### src/rtl/if_jalr_rs1_sched.sv
// JALR rs1 operand sequencer: waits out hazards, arbitrates regfile read port 1 against the EXU,
// and returns the operand to the predictor. Optional write-back bypass: IF_JALR_RS1_SCHED_WB_BYPASS_EN.
module if_jalr_rs1_sched #(
  parameter int unsigned XLEN        = 32,
  parameter int unsigned RFIDX_WIDTH = 5,
  parameter int unsigned STARVE_MAX  = 4
) (
  input  logic                   clk,
  input  logic                   rst,
  input  logic                   jalr_req,
  input  logic [RFIDX_WIDTH-1:0] jalr_rs1_idx,
  input  logic                   dep_busy,
  input  logic                   flush,
  input  logic                   exu_rd_req,
  input  logic [RFIDX_WIDTH-1:0] exu_rd_idx,
  output logic                   exu_rd_gnt,
  output logic                   rf_rd_en,
  output logic [RFIDX_WIDTH-1:0] rf_rd_idx,
  input  logic [XLEN-1:0]        rf_rd_data,
`ifdef IF_JALR_RS1_SCHED_WB_BYPASS_EN
  input  logic                   wb_ena,
  input  logic [RFIDX_WIDTH-1:0] wb_idx,
  input  logic [XLEN-1:0]        wb_data,
`endif
  output logic [XLEN-1:0]        bpu_rs1_data,
  output logic                   bpu_rs1_vld,
  output logic                   bpu_wait
);

  localparam int unsigned CntW = (STARVE_MAX > 0) ? $clog2(STARVE_MAX + 1) : 1;
  localparam logic [CntW-1:0] StarveMax = CntW'(STARVE_MAX);

  typedef enum logic [2:0] {StIdle, StWaitDep, StArb, StRd, StDone} state_e;

  state_e                 state_q, state_d;
  logic [CntW-1:0]        starve_cnt_q, starve_cnt_d;
  logic [RFIDX_WIDTH-1:0] idx_q, idx_d;
  logic [XLEN-1:0]        data_q, data_d;
  logic                   bypass;
  logic [XLEN-1:0]        byp_data;
  logic                   arb_win;

`ifdef IF_JALR_RS1_SCHED_WB_BYPASS_EN
  assign bypass   = wb_ena && (wb_idx == idx_q) && ((state_q == StWaitDep) || (state_q == StArb));
  assign byp_data = wb_data;
`else
  assign bypass   = 1'b0;
  assign byp_data = '0;
`endif

  // A bypass hit removes the predictor from arbitration that cycle.
  assign arb_win = (state_q == StArb) && !bypass &&
                   (!exu_rd_req || (starve_cnt_q == StarveMax));

  assign exu_rd_gnt   = exu_rd_req && !arb_win;
  assign rf_rd_en     = arb_win || exu_rd_gnt;
  assign rf_rd_idx    = arb_win ? idx_q : exu_rd_idx;
  assign bpu_rs1_data = data_q;
  assign bpu_rs1_vld  = (state_q == StDone);
  assign bpu_wait     = ((state_q == StIdle) && jalr_req) || (state_q == StWaitDep) ||
                        (state_q == StArb) || (state_q == StRd);

  always_comb begin
    state_d      = state_q;
    starve_cnt_d = '0;
    idx_d        = idx_q;
    data_d       = data_q;
    case (state_q)
      StIdle: begin
        if (jalr_req) begin
          idx_d   = jalr_rs1_idx;
          state_d = dep_busy ? StWaitDep : StArb;
        end
      end
      StWaitDep: begin
        if (bypass) begin
          data_d  = byp_data;
          state_d = StDone;
        end else if (!dep_busy) begin
          state_d = StArb;
        end
      end
      StArb: begin
        if (bypass) begin
          data_d  = byp_data;
          state_d = StDone;
        end else if (arb_win) begin
          state_d = StRd;
        end else begin
          starve_cnt_d = (starve_cnt_q == StarveMax) ? starve_cnt_q : starve_cnt_q + CntW'(1);
        end
      end
      StRd: begin
        data_d  = rf_rd_data;
        state_d = StDone;
      end
      StDone:  state_d = StIdle;
      default: state_d = StIdle;
    endcase
    // Flush discards any capture; a read already issued this cycle goes unused.
    if (flush) begin
      state_d      = StIdle;
      starve_cnt_d = '0;
      data_d       = data_q;
    end
  end

  always_ff @(posedge clk) begin
    if (rst) begin
      state_q      <= StIdle;
      starve_cnt_q <= '0;
      idx_q        <= '0;
      data_q       <= '0;
    end else begin
      state_q      <= state_d;
      starve_cnt_q <= starve_cnt_d;
      idx_q        <= idx_d;
      data_q       <= data_d;
    end
  end

endmodule

### config.mk
export PLATFORM = sky130hd
export DESIGN_NAME = if_jalr_rs1_sched
export DESIGN_NICKNAME = d
export VERILOG_FILES = /design/src/rtl/if_jalr_rs1_sched.sv
export SDC_FILE = /design/constraint.sdc
export NUM_CORES = 1
export LEC_CHECK = 0
export CAP_MARGIN = 20
export CORE_MARGIN = 2
export CORE_UTILIZATION = 40
export CTS_BUF_LIST = sky130_fd_sc_hd__clkbuf_8
export DETAILED_ROUTE_END_ITERATION = 12
export PLACE_DENSITY = 0.81
export SETUP_SLACK_MARGIN = 0.15
export SLEW_MARGIN = 15
export SYNTH_ARGS = -nofsm -noshare
export SYNTH_HDL_FRONTEND = slang
export SYNTH_SLANG_ARGS = --single-unit
### constraint.sdc
create_clock -name clk -period 1.97 [get_ports clk]
set_input_delay 0.2955 -clock clk [delete_from_list [all_inputs] [get_ports clk]]
set_output_delay 0.2955 -clock clk [all_outputs]
set_load 0.05 [all_outputs]
Word-level counts from Yosys, hierarchy flattened
Index checks and enable logic that the tools add are counted.

word-level totals
  register bits = 43
  input bits = 48
  output and inout port bits = 41
  logic and storage cells = 37

operators by class
  add/subtract/negate cells = 1
  eq/ne operators = 8
  muxes and demuxes = 6
  bitwise operators = 2
  reductions and logical operators = 16

operators with widths
  operator                                        count
  one-hot mux 3 bit (4 select lines)              1
  2-to-1 mux 3 bit                                3
  == test 3 x 2 -> 1 bit (second input constant)  2
  == test 3 bit (second input constant)           2
  inequality test 2 bit (second input constant)   3
  logical OR 1 bit                                5
  2-to-1 mux 5 bit                                1
  AND reduction 2 bit                             2
  OR reduction 4 bit                              1
  adder 3 x 1 -> 3 bit (second input constant)    1
  == test 3 x 1 -> 1 bit (second input constant)  1
  logical AND 1 bit                               3
  logical NOT 3 bit                               1
  AND reduction 3 bit                             1
  logical NOT 1 bit                               2
  2-to-1 mux 2 bit                                1
  inverter 1 bit                                  2
  OR reduction 2 bit                              1

Depth between registers and ports, before layout
Gate-level depths: netlist of run 1.

  depth after elaboration = 6
  depth in mapped cells = 6
  gate-level depth less buffers = 5

Worst setup path after synthesis of run 1
Ideal clock, no wire load.

  kind = register to output
  start = reg state_q[2]
  end = out bpu_rs1_vld
  arrival = 1.631 ns
  required time = 1.674 ns
  path slack = 0.043 ns
  stages on the path, launching flop included = 2
  buffers on the path = 0
  path through = dfxtp_1 -> nor3b_1

between the ends
  word-level cells in the longest chain between the ends = 1

ends and longest elaborated chain
  what                      RTL line  RTL
  start: declaration        35        state_e state_q, state_d;
  start signal: assignment  110       state_q <= StIdle;
  start signal: assignment  115       state_q <= state_d;
  == test 3 bit             59        assign bpu_rs1_vld = (state_q == StDone);
  end: declaration          26        output logic bpu_rs1_vld,

No other way between the ends.

Final worst setup path of run 1
  start = reg starve_cnt_q[1]
  end = out rf_rd_idx[2]

between the ends
  word-level cells in the longest chain between the ends = 4

ends and longest elaborated chain
  what                      RTL line  RTL
  start: declaration        36        logic [CntW-1:0] starve_cnt_q, starve_cnt_d;
  start signal: assignment  116       starve_cnt_q <= starve_cnt_d;
  == test 3 bit             53        (!exu_rd_req || (starve_cnt_q == StarveMax));
  logical OR 1 bit          53
  logical AND 1 bit         52        assign arb_win = (state_q == StArb) && !bypass &&
  2-to-1 mux 5 bit          57        assign rf_rd_idx = arb_win ? idx_q : exu_rd_idx;
  end: declaration          18        output logic [RFIDX_WIDTH-1:0] rf_rd_idx,

No other way between the ends.

==> results.json, run 1 <==
{
  "yosysWarnings": 0,
  "grt_use_total_pct": 18.4,
  "root_buffer": "clkbuf_8",
  "worst-path-max-fanout": 6,
  "synth_top_family_by_area": "simple AND/OR/NAND/NOR gates",
  "r2r-start": "state_q[2]",
  "dp.cells": 335,
  "rrSetupSlack_ps": 500,
  "synth_seq_cells": 43,
  "drc": 0,
  "whs_path_depth": 2,
  "multi_input_area_um2": 805,
  "synth_edf_count": 0,
  "fp.dieH_um": 69.4,
  "io_pins": 89,
  "layout_setup_ws_ps": -67.8,
  "synth_compound_area_share_pct": 12.8,
  "synth.area.mux_share_pct": 6.22,
  "violations": "setup timing",
  "r2r_end": "idx_q[0]",
  "n_antenna_cell": 0,
  "synth-simple-area-share_pct": 23.9,
  "cp.required_ps": 1670,
  "max_freq_mhz": 491,
  "synthFlopType": "dfxtp_1",
  "tightest_slew_ps": 530,
  "drt_first_iter_violations": 81,
  "rows": 23,
  "cts-buffers-inserted": 5,
  "fillCellCount": 338,
  "path_clk_slew_ps": 80,
  "p_per_area_nw_per_um2": 583,
  "final_cell_mix": "clkdlybuf4s50_1 (79), nand2_1 (66), dfxtp_1 (39)",
  "io_buffers": 88,
  "final_net_count": 346,
  "drv_cap": 0,
  "timing.clock.skew_ps": 3.37,
  "synthToLayoutAreaGrowth_pct": 66.0,
  "drt_first_pass_iters": 4,
  "grt_pass1_vias": 1614,
  "maxSlewViolCount": 0,
  "ff2ff_path_depth": 4,
  "numClockSinks": 43,
  "fin_crit_ps": 2040,
  "final_common_cell": "clkdlybuf4s50_1",
  "grt_start_max_net_pins": 38,
  "die_x_um": 69.4,
  "crit_type": "reg -> out",
  "clock_latency_ps": 280,
  "async_reset_ff_share_pct": 0,
  "vias_per_cell": 4.85,
  "finish.utilization_pct": 69.9,
  "arrival_ps": 1740,
  "synth_area_um2": 1710,
  "min_path_type": "reg -> reg",
  "place.detailed.hpwl_um": 3030,
  "synthCells": 202,
  "antenna_found_initial": 0,
  "gr-total-overflow": 0,
  "grt_setup_unrepaired": "yes",
  "regArea_um2": 866,
  "timing.final.crit_share_pct": 103,
  "hp-start": "bpu_rs1_data[12]",
  "synth.area.top_cells": "dfxtp_1 (50%), nand2_1 (15%), a21oi_1 (9.7%)",
  "cts_buffer_depth": 2,
  "whs_endpoint": "bpu_rs1_data[12]",
  "synthXorXnorAreaFrac_pct": 0.512,
  "place_congestion": 0.734,
  "h-tree-depth": 2,
  "synth_fa_ha_area_share_pct": 1.46,
  "vdd_ir_drop_max_v": 0.000375,
  "syn-num-nets": 252,
  "hold_ws_ps": 455,
  "dieArea_um2": 4810,
  "power.total_mw": 1.65,
  "start_util_pct": 42.1,
  "wl_um": 4420,
  "drive_above_1_share_pct": 15.5,
  "status": "complete, but fails checks",
  "crit_path_end_kind": "primary output",
  "synth.top_cell.area_share_pct": 50.4,
  "fin_setup_tns_ps": -277,
  "p_leak_nw": 1.04,
  "grt_pass1_wl_um": 7280,
  "layout.cells.non_filler": 347,
  "core-area_um2": 4060,
  "synth_cell_types": 29,
  "hold_viol_final": 0,
  "slew_headroom_pct": 64.6,
  "synth_top_cell_by_area": "dfxtp_1",
  "cp-start-kind": "register",
  "setup_viol": 5,
  "ant_nets": 0,
  "ys_seq_area_share_pct": 50.4,
  "avgSynthCellArea_um2": 8.46,
  "cts_hold_buf": 0,
  "cts_tree": "done",
  "num_vias": 1682,
  "drt-wirelength-per-cell_um": 12.7
}
critical path: stages, from the launching register on:
cell and delay, ps:
dfxtp_2 340, inv_1 60, ha_2 180, nand2_2 80, a21boi_4 290, mux2_4 350
buf_8 150
cell families (layout without fill, tap and decap cells):
kind of cell	after synthesis	count (layout)
adders and majority gates	2	2
muxes	10	10
DFF	43	43
buffers and inverters	16	111
and+or+nand+nor	91	91
AOI/OAI and AO/OA	39	39
xor gates and xnor gates	1	1
metrics by stage:
step                cell area [um^2]  worst slack (ps)
CTS                             2820             -44.2
floorplan                       1720               250
detailed placement              2670               115
global placement                2670               135
finish                          2840             -67.8
global route                    2840              -124
registers in the layout (all words and copies together), names as in the netlist:
| name | cells |
|---|---|
| idx_q | 5 |
| bpu_rs1_data | 32 |
| starve_cnt_q | 3 |
| state_q | 3 |
synth_stat cells (2+ instances only):
| master | count |
|---|---|
| nand2_1 | 67 |
| dfxtp_1 | 43 |
| a21oi_1 | 33 |
| nor2_1 | 12 |
| buf_2 | 8 |
| mux2_2 | 5 |
| mux2i_1 | 5 |
| clkbuf_1 | 4 |
| ha_1 | 2 |
| inv_1 | 2 |
| nor3_1 | 2 |
| o21a_1 | 2 |
worst max path at each step:
stage / from / endpoint / slack, ps / depth (start not counted)
detailed placement: exu_rd_req / rf_rd_idx[1] / 110 / 4
global route: starve_cnt_q[1] / rf_rd_idx[2] / -120 / 6
floorplan: state_q[1] / rf_rd_idx[0] / 250 / 4
global placement: exu_rd_req / rf_rd_idx[1] / 130 / 4
finish: starve_cnt_q[1] / rf_rd_idx[2] / -70 / 6
CTS: state_q[0] / rf_rd_idx[1] / -40 / 4
per-layer routing:
metal	routed length (um)	track usage, %
met4	65	6.54
met1	1870	21.0
met2	2190	32.2
met3	304	5.67
met5	0	0
cell type report:
type                            instances  area share, %
Clock buffer                            5           2.43
Clock inverter                          3          0.441
Inverter                                2          0.265
Multi-Input combinational cell        143           28.4
Sequential cell                        43           30.5
Tap cell                               50           2.20
Timing Repair Buffer                  101           35.8
report_power, final:
group / internal (mW) / switching, mW / total [mW]
logic: 0.145 / 0.105 / 0.250
clock network: 0.239 / 0.280 / 0.518
registers: 0.879 / 0.00603 / 0.885
total: 1.26 / 0.391 / 1.65
what timing repair did:
| action | 4_1_cts | 5_1_grt |
|---|---|---|
| endpoints found under the hold margin | 0 | 0 |
| gates resized for setup | 16 | 2 |
| buffers inserted | 2 | 2 |
| endpoints found under the setup margin | 5 | 6 |
| pin swaps | 3 | 2 |
Note: power is estimated with default switching activity, not from simulation.
==> inputs of run 2 (changes only) <==
--- a/config.mk
+++ b/config.mk
@@ -10,6 +10,7 @@
 export CORE_UTILIZATION = 40
 export CTS_BUF_LIST = sky130_fd_sc_hd__clkbuf_8
 export DETAILED_ROUTE_END_ITERATION = 12
+export GPL_ROUTABILITY_DRIVEN = 0
 export PLACE_DENSITY = 0.81
 export SETUP_SLACK_MARGIN = 0.15
 export SLEW_MARGIN = 15
==> results of run 2 <==
No change in the layout: final DEF, timing and power equal those of run 1.
